--- src/rtl/instruction_fetch_unit.sv ---
// instruction_fetch_unit
// Fetch stage in front of a byte-addressed, little-endian instruction memory.
// Holds the 64-bit program counter, presents it as Inst_Address, and captures
// the combinationally returned Instruction into the IF/ID register. It handles
// decode stalls, branch redirects (with a flush), end-of-program halt and
// illegal-address faults.
//
// Ports:
//   clk              rising-edge clock
//   reset            asynchronous, active-low reset
//   Stall            hold PC and IF/ID (hazard from decode)
//   Branch_Taken     redirect request from execute
//   Branch_Target    redirect address, valid with Branch_Taken
//   Instruction      memory read data for Inst_Address (same cycle)
//   Inst_Address     fetch address, equal to the PC register
//   IFID_PC          PC of the captured instruction
//   IFID_Instruction captured instruction (NOP_INST when a bubble)
//   IFID_Valid       IF/ID holds a real instruction
//   Halted           sticky: fetch stopped until reset
//   Fault            sticky: the halt came from an illegal fetch address
module instruction_fetch_unit #(
  parameter logic [63:0] RESET_PC  = 64'h0,
  parameter int          MEM_BYTES = 16,
  parameter logic [31:0] NOP_INST  = 32'h00000013
) (
  input  logic        clk,
  input  logic        reset,
  input  logic        Stall,
  input  logic        Branch_Taken,
  input  logic [63:0] Branch_Target,
  input  logic [31:0] Instruction,
  output logic [63:0] Inst_Address,
  output logic [63:0] IFID_PC,
  output logic [31:0] IFID_Instruction,
  output logic        IFID_Valid,
  output logic        Halted,
  output logic        Fault
);

  localparam logic [63:0] LAST_ADDR = 64'(MEM_BYTES - 4);

  typedef enum logic [1:0] {BOOT, RUN, HALT} state_t;

  state_t      state;
  logic [63:0] pc_p0;
  logic [63:0] ifid_pc_p1;
  logic [31:0] ifid_inst_p1;
  logic        vld_p1;
  logic        halted_q;
  logic        fault_q;

  // A redirect target must be word aligned and inside the memory.
  function automatic logic target_illegal(input logic [63:0] addr);
    return (addr[1:0] != 2'b00) || (addr > LAST_ADDR);
  endfunction

  // Stage p0: PC drives the memory address directly.
  assign Inst_Address = pc_p0;

  always_ff @(posedge clk or negedge reset) begin
    if (!reset) begin
      state        <= BOOT;
      pc_p0        <= RESET_PC;
      ifid_pc_p1   <= 64'h0;
      ifid_inst_p1 <= NOP_INST;
      vld_p1       <= 1'b0;
      halted_q     <= 1'b0;
      fault_q      <= 1'b0;
    end else begin
      case (state)
        BOOT: state <= RUN;
        RUN: begin
          if (Branch_Taken) begin
            // Redirect always flushes the instruction fetched on the wrong path.
            ifid_inst_p1 <= NOP_INST;
            vld_p1       <= 1'b0;
            if (target_illegal(Branch_Target)) begin
              fault_q  <= 1'b1;
              halted_q <= 1'b1;
              state    <= HALT;
            end else begin
              pc_p0 <= Branch_Target;
            end
          end else if (Stall) begin
            // Everything holds.
          end else if (pc_p0 > LAST_ADDR) begin
            ifid_inst_p1 <= NOP_INST;
            vld_p1       <= 1'b0;
            fault_q      <= 1'b1;
            halted_q     <= 1'b1;
            state        <= HALT;
          end else if (Instruction == 32'h0) begin
            // Unprogrammed memory marks the end of the program: clean halt.
            ifid_inst_p1 <= NOP_INST;
            vld_p1       <= 1'b0;
            halted_q     <= 1'b1;
            state        <= HALT;
          end else begin
            // Stage p1: capture into IF/ID and advance.
            ifid_pc_p1   <= pc_p0;
            ifid_inst_p1 <= Instruction;
            vld_p1       <= 1'b1;
            pc_p0        <= pc_p0 + 64'd4;
          end
        end
        HALT: state <= HALT;
        default: state <= HALT;
      endcase
    end
  end

  assign IFID_PC          = ifid_pc_p1;
  assign IFID_Instruction = ifid_inst_p1;
  assign IFID_Valid       = vld_p1;
  assign Halted           = halted_q;
  assign Fault            = fault_q;

endmodule

--- config.mk ---
export PLATFORM = sky130hd
export DESIGN_NAME = instruction_fetch_unit
export DESIGN_NICKNAME = d
export VERILOG_FILES = /design/src/rtl/instruction_fetch_unit.sv
export SDC_FILE = /design/constraint.sdc
export NUM_CORES = 1
export LEC_CHECK = 0
export ABC_AREA = 1
export BUFFER_PORTS_ARGS = -buffer_cell sky130_fd_sc_hd__buf_2
export CAP_MARGIN = 40
export CORE_MARGIN = 5
export CORE_UTILIZATION = 45
export CTS_BUF_LIST = sky130_fd_sc_hd__clkbuf_4
export DETAILED_ROUTE_END_ITERATION = 10
export GPL_ROUTABILITY_DRIVEN = 0
export PLACE_DENSITY = 0.8
export SLEW_MARGIN = 5
export SYNTH_ARGS = -nofsm -noshare
export SYNTH_HDL_FRONTEND = slang
export SYNTH_SLANG_ARGS = --single-unit
--- constraint.sdc ---
create_clock -name clk -period 1.57 [get_ports clk]
set_input_delay 0.2355 -clock clk [delete_from_list [all_inputs] [get_ports clk]]
set_output_delay 0.2355 -clock clk [all_outputs]
set_load 0.05 [all_outputs]
Word-level counts from Yosys, hierarchy flattened. Cells that the tools add are included.

Bits in registers: 165. Word-level logic and storage cells: 62.

Add/sub/neg operators: 1. Magnitude comparators: 2. Eq/ne operators: 9. Multiplexer cells: 27. Bitwise operators: 4. Reduce and logical (&&, ||, !) cells: 12.

Operators by type and width (number): 2-to-1 mux 64 bit (5); > comparator 64 x 4 -> 1 bit (second input constant) (2); 2-to-1 mux 32 bit (4); adder 64 x 3 -> 64 bit (second input constant) (1); zero test 32 bit (1); 2-to-1 mux 1 bit (12); 2-to-1 mux 2 bit (5); AND reduction 5 bit (2); AND reduction 4 bit (2); != test 2 bit (second input constant) (3); != test 3 bit (second input constant) (2); != test 2 x 1 -> 1 bit (second input constant) (2); != test 4 bit (second input constant) (1); NOT 1 bit (4); one-hot mux 2 bit (2 select lines) (1); nonzero test 2 bit (2); AND reduction 3 bit (1); nonzero test 3 bit (1); equality test 2 x 1 -> 1 bit (second input constant) (1); zero test 2 bit (1); AND reduction 2 bit (1); logical OR 1 bit (1).

Depth between registers and ports, before layout. Gate-level depths: netlist of run 1.

Depth in word-level cells: 6. Depth in mapped cells: 12.

Least setup slack after synthesis of run 1. OpenSTA, ideal clock, no wires.

Path type: reg2reg. From: register pc_p0[2], in the netlist Inst_Address[2]. To: register ifid_pc_p1[10], in the netlist IFID_PC[10]. Setup time: 0.119 ns. Data arrival time: 1.867 ns. Data required time: 1.451 ns. Setup slack: -0.416 ns. Cell stages (with the launch flop): 8. Path buffers: 1. Cell sequence: dfrtp_1 -> ha_1 -> o21a_1 -> nor3_2 -> and2_2 -> nand4_4 -> clkbuf_1 -> and2_1.

Word-level cells in the longest chain between the ends: 3.

RTL lines: from (decl) (line 45) `logic [63:0] pc_p0;`; from (signal assigned) (line 82) `pc_p0 <= Branch_Target;`; from (signal assigned) (line 103) `pc_p0 <= pc_p0 + 64'd4;`; > comparator 64 x 4 -> 1 bit (line 86) `end else if (pc_p0 > LAST_ADDR) begin`; NOT 1 bit (no line); AND reduction 5 bit (no line); to (signal assigned) (line 100) `ifid_pc_p1 <= pc_p0;`; to (decl) (line 46) `logic [63:0] ifid_pc_p1;`.

Every way passes these cells. A chain may end at the register's enable or synchronous reset.

Final worst setup path of run 1.
From: register pc_p0[23], in the netlist Inst_Address[23]. To: register pc_p0[5], in the netlist Inst_Address[5].

Word-level cells in the longest chain between the ends: 3.

RTL lines (line): > comparator 64 x 4 -> 1 bit (86); != test 2 bit (no line); AND reduction 5 bit (no line).

Every way passes these cells.

==> results of run 1 <==
state kept, by name, indices dropped and copies added, names as in the netlist:
name / flops
IFID_Instruction: 32
state: 2
IFID_PC: 64
Halted: 1
IFID_Valid: 1
Inst_Address: 64
Fault: 1
report_power, final:
group / internal [W] / total, W / switching (W)
clock: 0.00115 / 0.00280 / 0.00165
combinational: 0.000251 / 0.000512 / 0.000260
sequential: 0.00427 / 0.00428 / 0.0000109
total: 0.00567 / 0.00759 / 0.00192
worst min-delay path, cell delays in order:
cell and delay, ns:
buf_2 0.09, nand2_1 0.04, o21ai_0 0.08, nand3_2 0.08
nand2_1 0.06
synth_stat cells, types with 2 or more instances:
library cell	n	area, um^2
nand3_1	10	50.05
buf_4	3	22.52
o21bai_1	2	15.01
o21ai_0	3	15.01
inv_1	18	67.56
dfrtp_1	162	4054
buf_2	8	40.04
a21boi_0	50	375.4
buf_6	3	33.78
nor2_2	3	18.77
and2_1	62	387.9
nand4_4	2	42.54
clkbuf_1	12	45.04
nor3_1	2	10.01
dfstp_2	3	78.83
a21boi_1	2	15.01
nor2_1	87	326.6
nand4_1	9	56.30
nand2_1	142	533.0
a21oi_1	10	50.05
layout make-up:
type / count / area share, %
repair buffers: 409 / 33.43
clock inverters: 15 / 1.910
well taps: 180 / 2.176
clock buffers: 17 / 1.233
inverters: 19 / 0.6892
flip-flops and latches: 165 / 40.15
multi-input cells: 394 / 20.41
repair_timing:
| action | in CTS | in global routing |
|---|---|---|
| gates resized for setup | 106 | 116 |
| gates cloned | 0 | 10 |
| endpoints found under the setup margin | 216 | 222 |
| pin swaps | 1 | 2 |
| hold endpoints to repair | 193 | 0 |
| setup buffers | 2 | 25 |
| hold buffers | 35 | 0 |
final timing paths:
path,start,to,slack (ns)
min,Branch_Target[4],Inst_Address[4],0.07
max reg2reg,Inst_Address[23],Inst_Address[5],-0.30
min in group asynchronous,reset,Inst_Address[16],0.18
min reg2reg,Fault,Fault,0.48
max in group asynchronous,reset,Inst_Address[60],0.74
max,Inst_Address[23],Inst_Address[5],-0.30
layer usage:
layer	part of all wire [%]	up-vias	global-route usage [%]	routed length, um
met5	0	-	0	0
met4	3.0	0	6.733	643
met3	7.0	56	7.347	1521
met2	52	274	37.08	11120
met1	38	2896	29.47	8291
li1	-	2722	-	-
per-stage QoR:
step                      hold slack [ns]  utilization (%)
final                             0.06569            74.84
after global routing              0.03064            74.84
after CTS                         0.01202            69.63
after detailed placement           0.2079            62.34
after global placement             0.2091            62.34
after floorplan                  -0.06009                -
cell families after synthesis:
family / after synthesis / synth area share [%]
xor gates and xnor gates: 1 / 0.1386
adders and majority gates: 1 / 0.1980
buffers and inverters: 45 / 3.366
and+or+nand+nor: 323 / 23.33
DFF: 165 / 65.41
AOI/OAI and AO/OA: 68 / 7.564
==> results_dict.tcl, run 1 <==
set metrics [dict create \
    drt-initial-drc-count 390 \
    core_mm2 0.01383 \
    clk_pin_slew_ns 0.16 \
    maxCapViolations 0 \
    syn-num-nets 704 \
    slew_headroom_pct 67.14 \
    irDropWorstVdd_mv 0.4471 \
    ys_ff_latch 165 \
    fin_total_pwr_w 0.007589 \
    crit_slowest_cell "dfrtp_2" \
    io_buffers 262 \
    worst_pin_slew_ns 0.4929 \
    rsz0062_at_grt "true" \
    preCtsSetupSlack_ns -0.2171 \
    mostFrequentLayoutCells "buf_2 (201), dfrtp_1 (144), nand2_1 (139)" \
    netlist_area_mm2 0.006319 \
    outcome "finished with violations" \
    ios 263 \
    p_leak_nw 5.738 \
    grt_use_total_pct 22.80 \
    wirelength_mm 21.58 \
    crit_path_max_incr_delay_ns 0.47 \
    path_delay_family "simple AND/OR/NAND/NOR gates" \
    hold_viol 0 \
    ys_seq_area_share_pct 65.41 \
    syn_to_final_growth_pct 63.78 \
    rows 43 \
    cts_buffers 17 \
    synth-edff-count 0 \
    path_max_fanout 9 \
    place_area_mm2 0.008620 \
    htreeDepth 4 \
    startpoint_type "flop" \
    timing.critical_path.buf_inv 2 \
    grt_pass1_vias 5864 \
    firstDrtPassIters 5 \
    gr-total-overflow 0 \
    drv_slew 0 \
    worstSetupPathType "flop to flop" \
    cp.required_ns 2.01 \
    clkSinkCount 165 \
    multi_input_area_mm2 0.002112 \
    cts_root_buf "clkbuf_4" \
    clock_path_buffers 2 \
    ys_warn_count 0 \
    dpl.cell_count 1111 \
    seq_area_mm2 0.004155 \
    setup_slack_ns -0.2983 \
    die_w_um 128.5 \
    grt_pass1_wl_mm 29.61 \
    setup_viol 161 \
    grt_max_degree 65 \
    drc 0 \
    post-route-min-period_ns 1.868 \
    rr_worst_depth 10 \
    die_height_um 128.5 \
    pwr_density_cell_mw_per_mm2 733.3 \
    nNetsFinal 1107 \
    place_hpwl_mm 12.51 \
    min_path_type "input pin to flop" \
    path_cells "nor2_1, nand2_1, nor2_1, nand2_1, nor2_4, nand4_4, buf_4, nand2_8, clkbuf_16, a21boi_1" \
    period_share_pct 119.0 \
    fillCellCount 880 \
    cp_data_arrival_time_ns 2.31 \
    violations "negative setup slack" \
    tns_ns -36.37 \
    avgSynthCellArea_um2 10.48 \
    dieArea_mm2 0.01651 \
    layout_commonest_cell "buf_2" \
    skew_ns 0.03366 \
    initial_utilization_pct 45.70 \
    holdPathStages 5 \
    viasPerCell 4.961 \
    ant_nets 0 \
    drt-wirelength-per-cell_um 18.00 \
    drive_above_1_share_pct 44.95 \
    cp_num_cells 10 \
    synth_cell_types 30 \
    timing.fmax_mhz 535.3 \
    endpoint_kind "flop" \
    fin_area_mm2 0.01035 \
    synthArstFlopShare_pct 100.0 \
    cts_tree "done" \
    clk_latency_ns 0.57 \
    stdcell_count 1199 \
    synthFlopType "dfrtp_1" \
    vias 5948 \
    synth_cells 603 \
    antenna_found_initial 0 \
    num_antenna_cells 0 \
]
Note: power is estimated with default switching activity, not from simulation.
==> inputs of run 2 (changes only) <==
Settings changed: SETUP_SLACK_MARGIN set to 0.4.
==> run 2 against run 1 <==
Net effect: the flow still finishes with violations (negative setup slack); non-clock buffer count is 2 lower; cell area hardly changed; first-iteration DRC count is 22% lower; global-route usage is 0.61 points lower; utilization hardly changed; worst hold slack worse by 0.011 ns; largest cell class unchanged; critical path depth is 1 higher; sequential share of layout area hardly changed; clock power is 13% lower; sequential power hardly changed; combinational power is 4% lower.
==> results_dict.tcl, run 2 (synthesis results as in run 1) <==
set metrics [dict create \
    grt_pass1_vias 5783 \
    violations "negative setup slack" \
    cts_buffers 17 \
    htreeDepth 4 \
    nNetsFinal 1104 \
    syn_to_final_growth_pct 63.70 \
    viasPerCell 4.827 \
    dieArea_mm2 0.01651 \
    grt_max_degree 65 \
    firstDrtPassIters 4 \
    vias 5778 \
    outcome "finished with violations" \
    ant_nets 0 \
    cp.required_ns 2.08 \
    p_int_w 0.005231 \
    slew_headroom_pct 68.08 \
    mostFrequentLayoutCells "buf_2 (169), dfrtp_1 (144), nand2_1 (134)" \
    preCtsSetupSlack_ns -0.2309 \
    rsz0062_at_grt "true" \
    io_buffers 262 \
    drt-wirelength-per-cell_um 16.24 \
    cts_tree "done" \
    rows 43 \
    grt_pass1_wl_mm 28.95 \
    timing.fmax_mhz 522.6 \
    die_w_um 128.5 \
    drive_above_1_share_pct 45.18 \
    setup_slack_ns -0.3436 \
    min_path_type "input pin to flop" \
    power_frac_comb_pct 6.8 \
    pwr_density_cell_mw_per_mm2 697.4 \
    post-route-min-period_ns 1.914 \
    maxCapViolations 0 \
    hold_ws_ns 0.05445 \
    period_share_pct 121.9 \
    path_max_fanout 23 \
    worstSetupPathType "flop to flop" \
    p_clk_share_pct 33.8 \
    clk_latency_ns 0.57 \
    drv_slew 0 \
    cp_data_arrival_time_ns 2.43 \
    die_height_um 128.5 \
    fin_total_pwr_w 0.007213 \
    grt_use_total_pct 22.19 \
    setup_viol 165 \
    p_leak_nw 5.689 \
    ios 263 \
    fin_util_pct 74.81 \
    layout_commonest_cell "buf_2" \
    clock_path_buffers 2 \
    fillCellCount 892 \
    wirelength_mm 19.44 \
    p_sw_share_pct 27.49 \
    cts_root_buf "clkbuf_4" \
    core_mm2 0.01383 \
    switchingPower_w 0.001983 \
    endpoint_kind "flop" \
    antenna_found_initial 0 \
    initial_utilization_pct 45.70 \
    clk_pin_slew_ns 0.16 \
    gr-total-overflow 0 \
    sequentialPowerShare_pct 59.3 \
    hold_viol 0 \
    place_hpwl_mm 12.83 \
    worst_pin_slew_ns 0.4788 \
    clkSinkCount 165 \
    startpoint_type "flop" \
    drc 0 \
    skew_ns 0.02245 \
    drt-initial-drc-count 303 \
    irDropWorstVdd_mv 0.4367 \
]
[run 2: changes by cell type in the layout (fill, tap and decap cells not counted), sizes merged]
| cell | delta |
|---|---|
| diode | +1 |
| nand2 | -1 |
| buf | +10 |
| clkinvlp | +2 |
| bufinv | -3 |
| clkbuf | -12 |
| clkinv | -3 |
| inv | +4 |
[run 2: metrics by stage]
stage	area, um^2	setup TNS (ns)	instances
floorplan	6459	-31.67	603
global placement	8612	-20.92	1110
detailed placement	8612	-28.36	1110
CTS	9370	-24.14	1177
global route	10340	-59.30	1196
finish	10340	-39.13	1197
[run 2: layout make-up]
type | instances | area (um^2) | area share (%)
Inverter | 19 | 71.32 | 0.6895
Sequential cell | 165 | 4155 | 40.17
Tap cell | 180 | 225.2 | 2.177
Clock buffer | 17 | 127.6 | 1.234
Antenna cell | 1 | 2.502 | 0.02419
Timing Repair Buffer | 407 | 3512 | 33.95
Clock inverter | 15 | 156.4 | 1.512
Multi-Input combinational cell | 393 | 2093 | 20.24
[run 2: path summary, 6_finish.rpt]
path	startpoint	to	slack, ns	cells after the start
worst max register to register	Inst_Address[9]	IFID_Instruction[26]	-0.34	11
max in group asynchronous	reset	IFID_Instruction[1]	0.76	3
min in group asynchronous	reset	Inst_Address[59]	0.20	2
worst min register to register	Fault	Fault	0.49	2
worst min-delay path	Branch_Taken	Inst_Address[3]	0.05	5
worst max-delay path	Inst_Address[9]	IFID_Instruction[26]	-0.34	11
[run 2: power groups by stage]
stage               clock [W]  sequential (W)  combinational (W)
finish                0.00244         0.00428           0.000493
CTS                   0.00250         0.00428           0.000484
global placement            0         0.00436           0.000394
detailed placement          0         0.00436           0.000401
floorplan                   0         0.00439          0.0000660
global route          0.00271         0.00428           0.000543
[run 2: layer usage]
layer	part of all wire, %	GRT usage (%)	vias to the layer above
li1	-	-	2713
met1	41	29.27	2809
met2	50	35.76	209
met3	6.5	6.434	47
met4	2.5	6.980	0
met5	0	0	-
[run 2: repair_timing]
item                                   4_1_cts  5_1_grt
resized for setup                           35      333
gates cloned                                 0        1
pin swaps                                    0        2
endpoints found under the hold margin      196        0
buffers inserted                             0       18
hold buffers                                35        0
setup endpoints to repair                  326      328
[run 2: critical path, cell delays in order (launching register included)]
cell and delay (ns):
dfrtp_2 0.45, nor2_1 0.14, nand2_1 0.06, nor2_1 0.15
nand2_1 0.12, nor2_4 0.18, nand4_4 0.13, buf_6 0.15
nor2_4 0.14, buf_12 0.18, nand2_1 0.08, nand2_1 0.09
==> inputs of run 3 (changes only) <==
Settings changed: SETUP_SLACK_MARGIN 0.4 to 0.1.
==> run 3 against run 2 <==
Net effect: the flow still finishes with violations (negative setup slack); final cell count is 3.5% higher; power is 6.3% higher; non-clock buffer count is 41 higher; critical path type unchanged; first-iteration DRC count is 74% higher.
==> results_dict.tcl, run 3 (synthesis results as in run 1) <==
set metrics [dict create \
    power_frac_comb_pct 7.0 \
    timing.fmax_mhz 518.0 \
    mostFrequentLayoutCells "buf_6 (151), dfrtp_1 (144), nand2_1 (119)" \
    p_int_w 0.005670 \
    worstSetupPathType "flop to flop" \
    grt_pass1_wl_mm 32.17 \
    die_w_um 128.5 \
    ios 263 \
    maxCapViolations 0 \
    hold_viol 0 \
    setup_slack_ns -0.3606 \
    clock_path_buffers 2 \
    path_max_fanout 8 \
    setup_viol 166 \
    syn_to_final_growth_pct 81.80 \
    drt-wirelength-per-cell_um 20.75 \
    core_mm2 0.01383 \
    clk_latency_ns 0.60 \
    cp_data_arrival_time_ns 2.46 \
    drt-initial-drc-count 526 \
    grt_max_degree 65 \
    clk_pin_slew_ns 0.17 \
    outcome "finished with violations" \
    cp.required_ns 2.10 \
    wirelength_mm 25.71 \
    tns_ns -43.80 \
    drv_slew 0 \
    period_share_pct 123.0 \
    grt_pass1_vias 6209 \
    pwr_density_cell_mw_per_mm2 667.5 \
    cts_buffers 17 \
    rsz0062_at_grt "true" \
    endpoint_kind "flop" \
    hold_ws_ns 0.04321 \
    p_sw_share_pct 26.06 \
    cts_tree "done" \
    rows 43 \
    initial_utilization_pct 45.70 \
    switchingPower_w 0.001998 \
    viasPerCell 5.178 \
    drive_above_1_share_pct 49.39 \
    p_leak_nw 6.139 \
    place_hpwl_mm 12.51 \
    worst_pin_slew_ns 0.4908 \
    post-route-min-period_ns 1.931 \
    sequentialPowerShare_pct 55.8 \
    violations "negative setup slack" \
    layout_commonest_cell "buf_6" \
    dieArea_mm2 0.01651 \
    ant_nets 0 \
    firstDrtPassIters 5 \
    slew_headroom_pct 67.28 \
    io_buffers 262 \
    nNetsFinal 1147 \
    gr-total-overflow 0 \
    vias 6415 \
    fillCellCount 673 \
    cts_root_buf "clkbuf_4" \
    clkSinkCount 165 \
    min_path_type "input pin to flop" \
    antenna_found_initial 0 \
    irDropWorstVdd_mv 0.4436 \
    htreeDepth 4 \
    num_antenna_cells 0 \
    die_height_um 128.5 \
    p_clk_share_pct 37.2 \
    startpoint_type "flop" \
    grt_use_total_pct 25.11 \
    drc 0 \
    skew_ns 0.03755 \
]
run 3: cell types whose count changed in the layout (fill, tap and decap cells not counted), sizes merged:
| cell | delta |
|---|---|
| diode | -1 |
| clkinv | +3 |
| nand2 | +2 |
| clkinvlp | -2 |
| inv | -4 |
| clkbuf | +9 |
| bufinv | +3 |
| buf | +32 |
run 3: what timing repair did:
action                                  CTS  global route
hold endpoints to repair                193             0
resized for setup                       312           189
endpoints found under the setup margin  318           324
cloned                                    0            13
hold buffers                             35             0
pin swaps                                 2             9
setup buffers                            13            61
run 3: path summary, 6_finish.rpt:
path / start / end / slack, ns / cells past startpoint
max: Inst_Address[19] / IFID_Instruction[15] / -0.36 / 11
max reg2reg: Inst_Address[19] / IFID_Instruction[15] / -0.36 / 11
max in group asynchronous: reset / Inst_Address[4] / 0.74 / 3
min reg2reg: Halted / Halted / 0.50 / 1
min: Branch_Target[4] / Inst_Address[4] / 0.04 / 5
min in group asynchronous: reset / Inst_Address[9] / 0.16 / 2
run 3: layout make-up:
cell class / count / area (um^2) / share of cell area [%]
repair buffers: 448 / 4498 / 39.16
flip-flops and latches: 165 / 4155 / 36.17
multi-input cells: 395 / 2212 / 19.26
well taps: 180 / 225.2 / 1.961
clock inverters: 15 / 197.7 / 1.721
clock buffers: 17 / 127.6 / 1.111
inverters: 19 / 71.32 / 0.6208
run 3: power by group through the flow:
| stage | clock [W] | combinational, W | sequential (W) |
|---|---|---|---|
| 6_report | 0.00285 | 0.000538 | 0.00428 |
| 5_1_grt | 0.00308 | 0.000583 | 0.00428 |
| 4_1_cts | 0.00282 | 0.000501 | 0.00428 |
| 3_5_place_dp | 0 | 0.000415 | 0.00436 |
| 3_3_place_gp | 0 | 0.000410 | 0.00436 |
| 2_1_floorplan | 0 | 0.0000660 | 0.00439 |
run 3: through the flow:
stage	instance area [um^2]	instances	utilization (%)	setup WS [ns]	power, W
after CTS	10340	1187	74.82	-0.1627	0.007598
after detailed placement	8620	1111	62.34	-0.2171	0.004771
after global placement	8620	1111	62.34	-0.1936	0.004765
after global routing	11490	1239	83.08	-0.4421	0.007949
final	11490	1239	83.08	-0.3606	0.007668
after floorplan	6459	603	-	-0.2531	0.004460
run 3: critical path, cell delays in order, from the launching register on:
cell and delay (ns):
dfrtp_2 0.46, nor2_1 0.13, nand2_1 0.09, nor2_1 0.10, nand2_1 0.10, nor2_4 0.15
nand4_4 0.12, buf_6 0.15, nor2_4 0.18, clkbuf_16 0.22, nand2_1 0.08, nand2_1 0.07
run 3: routing by layer:
| metal | global-route usage [%] | up-vias | routed length, um |
|---|---|---|---|
| li1 | - | 2797 | - |
| met1 | 30.58 | 3181 | 9185 |
| met2 | 43.67 | 350 | 13730 |
| met3 | 6.517 | 87 | 1880 |
| met4 | 8.277 | 0 | 915 |
| met5 | 0 | - | 0 |
